--- src/rtl/mc_control_fsm.sv ---
// Multi-cycle CPU control FSM: decodes opcode and sequences IF/ID/EXE/MEM/WB, driving datapath enables/selects.
// Latency: outputs are combinational from (state, op, zero); 2-5 cycles per instruction depending on class.
// No backpressure: advances every CLK; optional INSTR_COUNT_EN adds a 32-bit retired-instruction counter.
module mc_control_fsm #(
  parameter int OPW    = 6,
  parameter int ALUOPW = 3
) (
  input  logic              CLK,
  input  logic              Reset,
  input  logic [OPW-1:0]    op,
  input  logic              zero,
  output logic              PCWre,
  output logic              IRWre,
  output logic              InsMemRW,
  output logic              mRD,
  output logic              mWR,
  output logic              RegWre,
  output logic              DBDataSrc,
  output logic              ALUSrcA,
  output logic              ALUSrcB,
  output logic              ExtSel,
  output logic [1:0]        RegDst,
  output logic              WrRegDSrc,
  output logic [1:0]        PCSrc,
  output logic [ALUOPW-1:0] ALUOp,
  output logic [3:0]        state
`ifdef INSTR_COUNT_EN
  ,
  output logic [31:0]       retired
`endif
);

  typedef enum logic [3:0] {
    S_IF     = 4'b0000,
    S_ID     = 4'b0001,
    S_EXE_LS = 4'b0010,
    S_MEM    = 4'b0011,
    S_WB_LD  = 4'b0100,
    S_EXE_BR = 4'b0101,
    S_EXE_AL = 4'b0110,
    S_WB_AL  = 4'b0111,
    S_HALT   = 4'b1000
  } state_t;

  localparam logic [OPW-1:0] OP_ADD   = OPW'(6'b000000);
  localparam logic [OPW-1:0] OP_SUB   = OPW'(6'b000001);
  localparam logic [OPW-1:0] OP_AND   = OPW'(6'b010000);
  localparam logic [OPW-1:0] OP_OR    = OPW'(6'b010011);
  localparam logic [OPW-1:0] OP_SLL   = OPW'(6'b011000);
  localparam logic [OPW-1:0] OP_SLT   = OPW'(6'b100110);
  localparam logic [OPW-1:0] OP_ADDIU = OPW'(6'b000010);
  localparam logic [OPW-1:0] OP_ANDI  = OPW'(6'b010001);
  localparam logic [OPW-1:0] OP_ORI   = OPW'(6'b010010);
  localparam logic [OPW-1:0] OP_SLTI  = OPW'(6'b100111);
  localparam logic [OPW-1:0] OP_SW    = OPW'(6'b110000);
  localparam logic [OPW-1:0] OP_LW    = OPW'(6'b110001);
  localparam logic [OPW-1:0] OP_BEQ   = OPW'(6'b110100);
  localparam logic [OPW-1:0] OP_BNE   = OPW'(6'b110101);
  localparam logic [OPW-1:0] OP_J     = OPW'(6'b111000);
  localparam logic [OPW-1:0] OP_JR    = OPW'(6'b111001);
  localparam logic [OPW-1:0] OP_JAL   = OPW'(6'b111010);
  localparam logic [OPW-1:0] OP_HALT  = OPW'(6'b111111);

  state_t cur, nxt;

  logic is_rtype, is_itype, is_lw, is_sw, is_beq, is_bne;
  logic is_j, is_jr, is_jal, is_jump, is_halt, is_andi_ori;

  // Opcode class decode; anything unlisted falls through as a NOP ALU op.
  always_comb begin
    is_rtype    = (op == OP_ADD) || (op == OP_SUB) || (op == OP_AND) ||
                  (op == OP_OR)  || (op == OP_SLL) || (op == OP_SLT);
    is_itype    = (op == OP_ADDIU) || (op == OP_ANDI) || (op == OP_ORI) || (op == OP_SLTI);
    is_lw       = (op == OP_LW);
    is_sw       = (op == OP_SW);
    is_beq      = (op == OP_BEQ);
    is_bne      = (op == OP_BNE);
    is_j        = (op == OP_J);
    is_jr       = (op == OP_JR);
    is_jal      = (op == OP_JAL);
    is_jump     = is_j || is_jr || is_jal;
    is_halt     = (op == OP_HALT);
    is_andi_ori = (op == OP_ANDI) || (op == OP_ORI);
  end

  // State register; reset forces fetch so an interrupted instruction restarts cleanly.
  always_ff @(posedge CLK or negedge Reset) begin
    if (!Reset) cur <= S_IF;
    else        cur <= nxt;
  end

  assign state = cur;

  // Next-state sequencing per instruction class.
  always_comb begin
    nxt = cur;
    case (cur)
      S_IF:     nxt = S_ID;
      S_ID: begin
        if (is_halt)               nxt = S_HALT;
        else if (is_jump)          nxt = S_IF;
        else if (is_beq || is_bne) nxt = S_EXE_BR;
        else if (is_lw || is_sw)   nxt = S_EXE_LS;
        else                       nxt = S_EXE_AL;
      end
      S_EXE_AL: nxt = S_WB_AL;
      S_WB_AL:  nxt = S_IF;
      S_EXE_BR: nxt = S_IF;
      S_EXE_LS: nxt = S_MEM;
      S_MEM:    nxt = is_lw ? S_WB_LD : S_IF;
      S_WB_LD:  nxt = S_IF;
      S_HALT:   nxt = S_HALT;
      default:  nxt = S_IF;
    endcase
  end

  // Datapath controls; everything except InsMemRW is held low while Reset is asserted.
  always_comb begin
    PCWre     = 1'b0;
    IRWre     = 1'b0;
    InsMemRW  = 1'b1;
    mRD       = 1'b0;
    mWR       = 1'b0;
    RegWre    = 1'b0;
    DBDataSrc = 1'b0;
    ALUSrcA   = 1'b0;
    ALUSrcB   = 1'b0;
    ExtSel    = 1'b0;
    RegDst    = 2'b00;
    WrRegDSrc = 1'b0;
    PCSrc     = 2'b00;
    ALUOp     = ALUOPW'(3'b000);
    if (Reset) begin
      IRWre   = (cur == S_IF);
      ALUSrcA = (op == OP_SLL);
      ALUSrcB = is_itype || is_lw || is_sw;
      ExtSel  = !is_andi_ori;
      case (op)
        OP_SUB, OP_BEQ, OP_BNE: ALUOp = ALUOPW'(3'b001);
        OP_SLL:                 ALUOp = ALUOPW'(3'b010);
        OP_OR, OP_ORI:          ALUOp = ALUOPW'(3'b011);
        OP_AND, OP_ANDI:        ALUOp = ALUOPW'(3'b100);
        OP_SLT, OP_SLTI:        ALUOp = ALUOPW'(3'b110);
        default:                ALUOp = ALUOPW'(3'b000);
      endcase
      // jal links PC+4 into $31; all other writes take DB into rd/rt.
      if (is_jal) begin
        RegDst    = 2'b00;
        WrRegDSrc = 1'b0;
      end else begin
        RegDst    = is_rtype ? 2'b10 : 2'b01;
        WrRegDSrc = 1'b1;
      end
      if (is_j || is_jal) PCSrc = 2'b11;
      else if (is_jr)     PCSrc = 2'b10;
      case (cur)
        S_ID: begin
          PCWre  = is_jump;
          RegWre = is_jal;
        end
        S_EXE_BR: begin
          PCWre = 1'b1;
          PCSrc = ((is_beq && zero) || (is_bne && !zero)) ? 2'b01 : 2'b00;
        end
        S_MEM: begin
          mRD       = is_lw;
          mWR       = is_sw;
          DBDataSrc = is_lw;
          PCWre     = is_sw;
        end
        S_WB_LD: begin
          PCWre     = 1'b1;
          RegWre    = 1'b1;
          DBDataSrc = is_lw;
        end
        S_WB_AL: begin
          PCWre  = 1'b1;
          RegWre = is_rtype || is_itype;
        end
        default: ;
      endcase
    end
  end

`ifdef INSTR_COUNT_EN
  logic [31:0] irq_cnt;

  // Count one per instruction: the cycle that returns to fetch from any other state.
  always_ff @(posedge CLK or negedge Reset) begin
    if (!Reset)                          irq_cnt <= 32'd0;
    else if (nxt == S_IF && cur != S_IF) irq_cnt <= irq_cnt + 32'd1;
  end

  assign retired = irq_cnt;
`endif

endmodule
--- config.mk ---
export PLATFORM = sky130hd
export DESIGN_NAME = mc_control_fsm
export DESIGN_NICKNAME = d
export VERILOG_FILES = /design/src/rtl/mc_control_fsm.sv
export SDC_FILE = /design/constraint.sdc
export NUM_CORES = 1
export LEC_CHECK = 0
export ABC_CLOCK_PERIOD_IN_PS = 2850
export CAP_MARGIN = 20
export CORE_UTILIZATION = 47
export CTS_BUF_LIST = sky130_fd_sc_hd__clkbuf_4 sky130_fd_sc_hd__clkbuf_8
export CTS_CLUSTER_SIZE = 14
export DETAILED_ROUTE_END_ITERATION = 16
export PLACE_DENSITY = 0.87
export SLEW_MARGIN = 20
export SYNTH_ARGS = -nofsm -noshare
export SYNTH_HDL_FRONTEND = slang
export SYNTH_SLANG_ARGS = --single-unit
--- constraint.sdc ---
create_clock -name CLK -period 2.85 [get_ports CLK]
set_input_delay 0.57 -clock CLK [delete_from_list [all_inputs] [get_ports CLK]]
set_output_delay 0.57 -clock CLK [all_outputs]
set_load 0.01 [all_outputs]
==> results.py <==
metrics = {
    "run_status": {
        "outcome": "complete, no violations",
    },
    "worst_setup_path": {
        "crit_path_cell_trace": "clkdlybuf4s50_1, buf_6, nor2_1, mux2i_1, a2bb2oi_1, nor2_1, clkdlybuf4s50_1",
        "critPathCaptureType": "primary output",
        "cp.arrival_ps": 2190,
        "cp_top_family": "buffers and inverters",
        "worst-path-buf-inv": 3,
        "required_ps": 2280,
        "worstSetupPathType": "input port to primary output",
        "start_kind": "input port",
        "worst_path_max_delay_cell": "clkdlybuf4s50_1",
        "worstPathMaxFanout": 12,
        "max_stage_delay_ps": 470,
    },
    "clocking": {
        "htreeDepth": 1,
        "cts-root-buf": "clkbuf_4",
        "cts.sinks": 4,
        "numCtsBuffers": 3,
        "cts.path.max_buffers": 2,
        "hold_buffers": 0,
        "cts_tree": "done",
        "clkSlewWorstSetupHoldPaths_ps": 40,
        "clock_latency_ps": 250,
    },
    "logic_synthesis": {
        "synth_area_leaders": "dfrtp_1 13%, nor2_1 6.0%, buf_2 5.4%, nor2b_1 5.0%, nor3_1 4.7%",
        "async_reset_ff_share_pct": 100,
        "syn_inst": 108,
        "avgSynthCellArea_um2": 6.92,
        "yosysWarnings": 0,
        "synth_edf_count": 0,
        "muxShareOfSynthArea_pct": 1.34,
        "ys_seq_area_share_pct": 13.4,
        "synth-seq-cells": 4,
        "synth_ff_type": "dfrtp_1",
        "syn_area_um2": 747,
        "synth_xor_area_share_pct": 2.35,
        "synth.top_cell.area_share_pct": 13.4,
        "synth-compound-area-share_pct": 22.4,
        "synthSimpleGateAreaFrac_pct": 50.6,
        "synth_nets": 117,
        "synthAdderAreaFrac_pct": 0,
        "synth_cell_types": 41,
        "synth_top_area_cell": "dfrtp_1",
        "synth_top_family_by_area": "simple AND/OR/NAND/NOR gates",
    },
    "routing": {
        "routedWlPerCell_um": 14.4,
        "routed_wl_mm": 2.40,
        "drt_first_pass_iters": 4,
        "vias": 1002,
        "via_per_inst": 6.00,
        "drt_iter0_drc": 32,
        "ant_nets": 0,
        "remaining_drc_errors": 0,
    },
    "power_and_ir_drop": {
        "power_uw": 501,
        "power_density_mw_per_mm2": 423,
        "vdd_drop_max_v": 0.000315,
        "leakage_uw": 0.000562,
    },
    "floorplanning": {
        "core-area_mm2": 0.00149,
        "die_h_um": 41.9,
        "ios": 31,
        "start_util_pct": 50.2,
        "fp-row-count": 14,
        "fp.dieW_um": 41.9,
        "die_area_mm2": 0.00175,
    },
    "sta": {
        "fmax_ghz": 0.362,
        "slew_violations": 0,
        "setup_viol": 0,
        "worst_clock_skew_ps": 1.47,
        "finalWorstSetupSlack_ps": 87.7,
        "hold_viol": 0,
        "min_period_ps": 2760,
        "post-route-period-util_pct": 96.9,
    },
    "place": {
        "dpl_cell_area_mm2": 0.00114,
        "dp.cells": 162,
        "hpwlAfterDp_mm": 1.78,
        "place.gp.congestion": 0.889,
        "dp_slack_ps": -183,
        "portBuffers": 29,
    },
    "layout": {
        "diodes": 0,
        "fin_area_mm2": 0.00118,
        "fin_cells": 167,
        "largest_reg_flops": 4,
        "drive_gt1_share_pct": 19.9,
        "fin_nets": 162,
        "area_delta_synth_final_pct": 58.6,
    },
    "global_route": {
        "grt_pass1_wl_mm": 3.66,
        "grt_max_degree": 13,
        "grtUsageTotal_pct": 27.1,
        "grt_overflow_total": 0,
        "grt_pass1_vias": 880,
        "antenna_found_initial": 0,
    },
    "worst_hold_path": {
        "min_path_type": "flip-flop to flip-flop",
    },
    "flow_run": {
        "maxCapViolCount": 0,
    },
}
==> final cells by class <==
cell class	instances	area, um^2
clock buffers	3	22.5
fillers	114	304
inverters	3	11.3
multi-input cells	91	579
flip-flops and latches	4	100
well taps	16	20.0
repair buffers	50	452
==> synthesized netlist by cell type, types with 3 or more instances <==
master    number
nor3b_1        3
a21oi_1        6
nor3_1         7
nand2_1        7
nor2_1        12
inv_1          3
nand2b_1       4
nand3_1        3
buf_2          8
and2_1         3
nor2b_1        6
o21ai_0        4
dfrtp_1        4
==> timing repair <==
action | CTS | global route
gates resized for setup | 8 | 6
endpoints found under the setup margin | 13 | 8
setup buffers | 2 | 0
gates cloned | 0 | 0
==> power breakdown <==
part / internal [uW] / total, uW / switching [uW] / leakage [uW]
Combinational: 159 / 290 / 132 / 0.000497
Clock: 47.4 / 75.3 / 27.9 / 0.0000138
Sequential: 77.0 / 135 / 58.4 / 0.0000512
==> through the flow <==
stage	hold slack [ps]	setup TNS (ps)	util, %
floorplan	274	0	-
global placement	598	-783	76.6
detailed placement	622	-1110	76.6
CTS	624	0	78.5
global route	653	-12.3	79.6
finish	655	0	79.6
==> worst reg2reg max path, cell delays in order, from the launching register on <==
cell and delay, ps:
dfrtp_1 460, nand2b_4 210, nor3_1 200, o21ai_1 150, o211ai_1 190
==> worst paths after layout <==
kind	from	to	slack, ps	cells after the start
worst max-delay path	op[0]	ALUSrcB	90	7
worst min-delay path	state[3]	state[0]	650	1
worst max register to register	state[3]	state[2]	1540	4
worst min register to register	state[3]	state[0]	650	1
max in group asynchronous	Reset	state[1]	2030	2
min in group asynchronous	Reset	state[0]	700	2
==> routing by layer <==
layer	global-route usage, %	wire [um]	vias up	part of all wire [%]
li1	-	-	473	-
met1	31.6	1060	479	44
met2	44.7	1160	44	48
met3	3.48	127	6	5.3
met4	20.0	64	0	2.7
met5	0	0	-	0
==> logic make-up after synthesis <==
family                 after synthesis
AND/OR/NAND/NOR                     62
AO/OA/AOI/OAI                       25
buffers and inverters               13
flip-flops                           4
XOR/XNOR                             2
multiplexers                         1
other                                1
==> layout by cell type (no fill, tap or decap), types with 4 or more instances in the layout <==
| master | synthesis | layout |
|---|---|---|
| buf_4 | 1 | 20 |
| clkdlybuf4s50_1 | 0 | 17 |
| nor2_1 | 12 | 11 |
| dlygate4sd2_1 | 0 | 8 |
| nand2_1 | 7 | 7 |
| nor3_1 | 7 | 7 |
| nor2b_1 | 6 | 6 |
| a21oi_1 | 6 | 6 |
| o21ai_0 | 4 | 4 |
| nand2b_1 | 4 | 4 |
| dlymetal6s2s_1 | 0 | 4 |
| dfrtp_1 | 4 | 4 |
No activity file was read; power rests on OpenSTA's default activity.
